$ cat config.mk
export PLATFORM = sky130hd
export DESIGN_NAME = iram_controller
export DESIGN_NICKNAME = d
export VERILOG_FILES = /design/src/rtl/iram_controller.sv
export SDC_FILE = /design/constraint.sdc
export NUM_CORES = 1
export LEC_CHECK = 0
export CAP_MARGIN = 20
export CORE_MARGIN = 2
export CORE_UTILIZATION = 43
export CTS_BUF_LIST = sky130_fd_sc_hd__clkbuf_8 sky130_fd_sc_hd__clkbuf_16
export DETAILED_ROUTE_END_ITERATION = 7
export GPL_TIMING_DRIVEN = 0
export PLACE_DENSITY = 0.74
export SETUP_SLACK_MARGIN = 0.02
export SLEW_MARGIN = 20
export SYNTH_ARGS = -nofsm -noshare
export SYNTH_HDL_FRONTEND = slang
export SYNTH_SLANG_ARGS = --single-unit
$ cat constraint.sdc
create_clock -name clk -period 3.7 [get_ports clk]
set_clock_uncertainty 0.05 [all_clocks]
set_input_delay 0.74 -clock clk [delete_from_list [all_inputs] [get_ports clk]]
set_output_delay 0.74 -clock clk [all_outputs]
set_load 0.005 [all_outputs]
$ cat src/rtl/iram_controller.sv
// Instruction-cache refill controller: on a miss, fetches one aligned line
// from IRAM and streams the words back to the fetch unit in order.
module iram_controller #(
   parameter int PC_SIZE    = 32,
   parameter int WORD_W     = 32,
   parameter int LINE_WORDS = 4
) (
   input  logic                          clk,
   input  logic                          rst,
   input  logic                          miss_cache,
   input  logic [PC_SIZE-1:0]            ram_address,
   output logic [WORD_W-1:0]             mem_word,
   output logic                          word_ready,
   output logic [$clog2(LINE_WORDS)-1:0] word_offset,
   output logic                          refill_done,
   output logic                          busy,
   output logic                          ram_rd_en,
   output logic [PC_SIZE-1:0]            ram_rd_addr,
   input  logic                          ram_rdy,
   input  logic [WORD_W-1:0]             ram_rd_data,
   input  logic                          ram_rd_valid
);

   localparam int OW = $clog2(LINE_WORDS);
   localparam int CW = OW + 1;
   localparam logic [CW-1:0]      LAST      = CW'(LINE_WORDS);
   localparam logic [PC_SIZE-1:0] LINE_MASK = PC_SIZE'(LINE_WORDS * 4 - 1);

   typedef enum logic [1:0] {IDLE, ISSUE, DRAIN, DONE} state_t;

   state_t             state;
   logic [PC_SIZE-1:0] base;
   logic [CW-1:0]      req_cnt;
   logic [CW-1:0]      rsp_cnt;
   logic [CW-1:0]      req_nxt;
   logic [PC_SIZE-1:0] miss_base;
   logic               fire;
   logic               rsp_ok;

   assign req_nxt   = req_cnt + 1'b1;
   assign miss_base = ram_address & ~LINE_MASK;
   assign fire      = ram_rd_en & ram_rdy;
   // Responses only count while a refill is in flight and the line is not yet full.
   assign rsp_ok    = ram_rd_valid && (state == ISSUE || state == DRAIN) && (rsp_cnt < LAST);

   // Refill FSM, request/response counters and all registered outputs.
   always_ff @(posedge clk or posedge rst) begin
      if (rst) begin
         state       <= IDLE;
         base        <= '0;
         req_cnt     <= '0;
         rsp_cnt     <= '0;
         mem_word    <= '0;
         word_ready  <= 1'b0;
         word_offset <= '0;
         refill_done <= 1'b0;
         busy        <= 1'b0;
         ram_rd_en   <= 1'b0;
         ram_rd_addr <= '0;
      end else begin
         word_ready  <= 1'b0;
         refill_done <= 1'b0;
         case (state)
            IDLE: begin
               if (miss_cache) begin
                  base        <= miss_base;
                  req_cnt     <= '0;
                  rsp_cnt     <= '0;
                  ram_rd_en   <= 1'b1;
                  ram_rd_addr <= miss_base;
                  busy        <= 1'b1;
                  state       <= ISSUE;
               end
            end
            ISSUE: begin
               if (fire) begin
                  req_cnt <= req_nxt;
                  if (req_nxt == LAST) begin
                     ram_rd_en <= 1'b0;
                     state     <= DRAIN;
                  end else begin
                     ram_rd_addr <= base + (PC_SIZE'(req_nxt) << 2);
                  end
               end
            end
            DRAIN: begin
               if (rsp_cnt == LAST) begin
                  refill_done <= 1'b1;
                  state       <= DONE;
               end
            end
            DONE: begin
               busy  <= 1'b0;
               state <= IDLE;
            end
            default: state <= IDLE;
         endcase
         if (rsp_ok) begin
            mem_word    <= ram_rd_data;
            word_offset <= rsp_cnt[OW-1:0];
            word_ready  <= 1'b1;
            rsp_cnt     <= rsp_cnt + 1'b1;
         end
      end
   end

endmodule

Word level (Yosys, flattened, before mapping)

Index checks and enable logic that the tools add are counted.

Register bits: 106
Input port bits: 69
Word-level logic and storage cells: 63

Add/sub/neg operators: 3
Order comparisons: 1
Equal/unequal tests: 10
Mux-type cells: 22
Bitwise gates (word level): 1
Reductions and logical operators: 15

Operators by type and width:

| cell                | count |
|---|---|
| $mux 32             | 3 |
| $pmux 32 s2         | 1 |
| $add 32x5->32       | 1 |
| $mux 3              | 4 |
| $reduce_and 4->1    | 3 |
| $mux 2              | 4 |
| $pmux 2 s4          | 1 |
| $reduce_bool 2->1   | 4 |
| $add 3x1->3 const B | 2 |
| $eq 3x3->1 const B  | 2 |
| $mux 1              | 6 |
| $ne 2x2->1 const B  | 3 |
| $pmux 3 s2          | 1 |
| $reduce_and 2->1    | 3 |
| $eq 2x2->1 const B  | 2 |
| $ne 2x1->1 const B  | 2 |
| $pmux 1 s2          | 2 |
| $lt 3x3->1 const B  | 1 |
| $reduce_and 3->1    | 1 |
| $eq 2x1->1 const B  | 1 |
| $logic_and 1x1->1   | 2 |
| $logic_not 2->1     | 1 |
| $and 1x1->1         | 1 |
| $logic_or 1x1->1    | 1 |

Depth between registers and ports, before layout

Depth after elaboration: 6
Gate-level depth with buffers: 10
Gate-level depth less buffers: 10

Worst setup path after synthesis

No wires, ideal clock.

Kind: reg2reg
From: reg req_cnt[0]
To: reg ram_rd_addr[31]
Setup time: 0.137 ns
Arrival time: 2.383 ns
Data required time: 3.513 ns
Setup slack: 1.129 ns
Cell stages (with the launch flop): 11
Buffers on the path: 1
Period minus slack after synthesis: 2.571 ns
Path through: dfrtp_1 ha_1 ha_1 inv_1 ha_1 nand4_2 or4_4 buf_6 nor4_4 xnor2_1 o221ai_2

Cells in the longest elaborated chain, start to end: 5
Elaborated cells on any way between the ends: 8

Ends and longest elaborated chain:

| what                   | line | text |
|---|---|---|
| start, declared        | 33   | `logic [CW-1:0] req_cnt;` |
| start signal, assigned | 77   | `req_cnt <= req_nxt;` |
| $add 3x1->3 (*)        | 40   | `assign req_nxt = req_cnt + 1'b1;` |
| $add 32x5->32          | 82   | `ram_rd_addr <= base + (PC_SIZE'(req_nxt) << 2);` |
| $mux 32                | 78   | `if (req_nxt == LAST) begin` |
| $mux 32                | 76   | `if (fire) begin` |
| $pmux 32 s2            | 63   | `case (state)` |
| end signal, assigned   | 70   | `ram_rd_addr <= miss_base;` |
| end signal, assigned   | 82   |  |
| end, declared          | 18   | `output logic [PC_SIZE-1:0] ram_rd_addr,` |

Mark *: on every way between the ends. The rest lies on a longest branch, timed or not. The select of a mux whose other input is x is not followed.
A chain may end at the register's enable or synchronous reset.

Worst setup path in the final report

From: reg req_cnt[0]
To: reg ram_rd_addr[24]

The elaborated chain is that of the path after synthesis.

==> summary.txt <==
Worst setup path
  • CP most frequent cell: ha_1
  • Top Family by Delay on Critical Path: adder cells
  • Worst path max stage delay: 0.58 ns
  • Setup CP Type: flop to flop
  • CP max FO: 9
  • Crit-path cells: ha_1, ha_1, inv_1, ha_1, ha_1, nand4_1, nor3_2, a21oi_1, o21a_1, o31ai_1
  • Worst EP required: 3.90 ns
  • Worst setup SP type: flop
  • CP Capture Type: flop
  • CP bufs+invs: 1
  • Worst path slowest cell: nor3_2
  • Arr. time, crit path: 3.16 ns

Status
  • Outcome: complete, no violations

Clocking
  • Cts repair resizes: 0
  • H-tree levels: 3
  • Cts bufs inserted: 9
  • Skew-Pair Late Insertion Delay: between 0.3 and 0.4 ns
  • CTS max path bufs: 2
  • CTS root buffer: clkbuf_16
  • CTS tree: yes
  • Post-CTS Hold Fix Bufs: 0
  • CTS clock-pin slew for the worst setup and hold paths: 0.07 ns
  • Post-CTS Setup Bufs: 0
  • Clk sinks: 104

Yosys
  • Synth Register Bits: 104
  • Synth area leader: dfrtp_1
  • Cells after Synth: 494
  • Top cell type's share of synthesized area: 0.5350
  • Synth top area cells: dfrtp_1, nand2_1, mux2_2, o21ai_0, ha_1
  • Synthesized area: approximately 4900 um2
  • Ys Warns: 0
  • Sequential cell area fraction in the yosys report: 0.5350
  • Post-synthesis cell type count: 39
  • Synthesized area per cell: 9.848 um2

STA
  • Fin. Hold Viols: 0
  • Fin. max-slew vios: 0
  • Final min period: 2.954 ns
  • Final period utilization: 0.7983
  • Actual slew at the worst max-slew pin: 0.6601 ns
  • Setup TNS: 0 ns
  • Hold Slack: 0.4221 ns
  • Max transition margin: 0.5600
  • RSZ-0062 raised after global routing: no
  • Final setup viols: 0
  • Fmax: 338.6 MHz

Global routing
  • First-pass GRT wire length: 20,370 um
  • Gr usage total: 0.2196
  • Vias in the first global route: approximately 4,000
  • Initial antenna violation count: 0
  • Remaining Overflow, GRT: 0
  • Largest net degree at the start of global routing: 59

Drt
  • Pre-antenna DRT Iters: 4
  • Drt drc: 0
  • Overall via count from detail_route: 4,030
  • Routed Antenna Nets: 0
  • Via density: 5.147
  • Drt total wl: ~12,000 um
  • Routed wire per std cell: 15.91 um
  • DRT iter0 DRCs: 207

Power
  • Power per Cell Area: 844.5 nW/um2
  • IR drop worst, VDD: 0.4432 mV
  • P_leak: between 2 and 3 nW

Layout
  • Area taken by multi-input logic gates: 2116 um2
  • Layout cells sized above 1: 0.08243
  • N_diodes: 0
  • Register area: 2603 um2
  • Final nets: 718
  • Final core occ: 0.6101
  • Post-Layout Cell Count: ~780
  • Layout area overhead: 37.14%
  • Fill cells: 939

Place
  • Placed Cells: 768
  • Placed wire-length estimate: 9225 um
  • Final RePlAce weighted congestion: between 0.8 and 0.9
  • Port Buf Inserts: 132

Floorplan
  • Rows: 38
  • Top-Level Pins: 139
  • Die area: 12,180 um2
  • Starting Density: 0.4449
  • Die W: 110.4 um
  • Die Y-Extent: 110.4 um
  • Core box area: 10,940 um2

Run
  • Max cap viols: 0

Min path
  • Worst hold path class: flop to flop
where the power goes:
part           internal (mW)  leakage [nW]  switching, mW
sequential              1.69          1.27          0.436
combinational           1.34          1.53           1.27
clock                  0.485         0.139          0.411
registers in the layout (all words and copies together) (netlist names), 2 cells and up:
name	flops
base	28
mem_word	32
ram_rd_addr	30
req_cnt	3
rsp_cnt	3
state	2
word_offset	2
tightest hold or removal path, delay by kind of cell, from the launching register on:
kind             cells  cell delay (ns)
DFF                  1             0.34
and+or+nand+nor      2             0.10
through the flow:
| stage | setup WS, ns | cell area, um2 | power [mW] |
|---|---|---|---|
| global route | 0.4850 | 6671 | 6.083 |
| floorplan | 0.1778 | 4868 | 3.501 |
| detailed placement | 0.6696 | 6397 | 4.761 |
| global placement | -1.365 | 6365 | 4.653 |
| CTS | 0.7494 | 6671 | 5.681 |
| finish | 0.7463 | 6671 | 5.634 |
final cells by class:
cell class	instances	area share
multi-input combinational	355	0.3171
inverter	10	0.006377
clock buffer	11	0.03788
sequential	104	0.3901
buffer	26	0.01688
timing repair buffer	133	0.2022
tap	140	0.02626
clock inverter	4	0.003188
Yosys cell counts (all sizes together):
master,n
nand2,153
dfrtp,104
mux2,28
o21ai,28
clkbuf,20
nand2b,17
nand3,15
o221ai,15
nor2,13
xor2,13
xnor2,11
ha,10
inv,9
nor3,8
mux2i,7
nand4,7
and3,6
buf,6
a21oi,4
a211oi,3
a21o,3
a22o,2
nor4,2
a32o,1
clkinv,1
conb,1
nand3b,1
nor2b,1
o21a,1
o31ai,1
or2,1
or3,1
or4,1
layer usage:
metal,wire length [um],track usage
met5,0,0
met4,226,0.07232
met2,5838,0.3628
met1,5189,0.2693
met3,1201,0.07643
path summary, 6_finish.rpt:
check	startpoint	end	slack [ns]	cells past startpoint
setup reg to reg	req_cnt[0]	ram_rd_addr[24]	0.75	10
hold / removal	mem_word[3]	mem_word[3]	0.42	2
hold reg to reg	mem_word[3]	mem_word[3]	0.42	2
min in group asynchronous	rst	mem_word[25]	0.74	2
setup / recovery	req_cnt[0]	ram_rd_addr[24]	0.75	10
max in group asynchronous	rst	req_cnt[2]	2.24	3
cells by family (layout without fill, tap and decap cells):
| logic type | Yosys count | after routing | synth area share |
|---|---|---|---|
| other | 1 | 2 | 0.0007709 |
| muxes | 35 | 35 | 0.07922 |
| AOI/OAI and AO/OA | 58 | 58 | 0.07922 |
| DFF | 104 | 104 | 0.5350 |
| and+or+nand+nor | 226 | 226 | 0.2060 |
| buffers and inverters | 36 | 184 | 0.03086 |
| adders and majority gates | 10 | 10 | 0.02572 |
| xor gates and xnor gates | 24 | 24 | 0.04321 |
cell usage in the layout, fill, tap and decap left out, types with 9 or more instances in the layout:
cell type	n
nand2b_1	17
clkbuf_1	20
mux2_2	28
nor2_1	13
nand2_1	153
clkdlybuf4s50_1	132
xnor2_1	11
xor2_1	13
inv_1	9
ha_1	10
dfrtp_1	104
o21ai_0	28
clkbuf_16	9
o221ai_1	14
nand3_1	15
(Power assumes the default switching activity.)
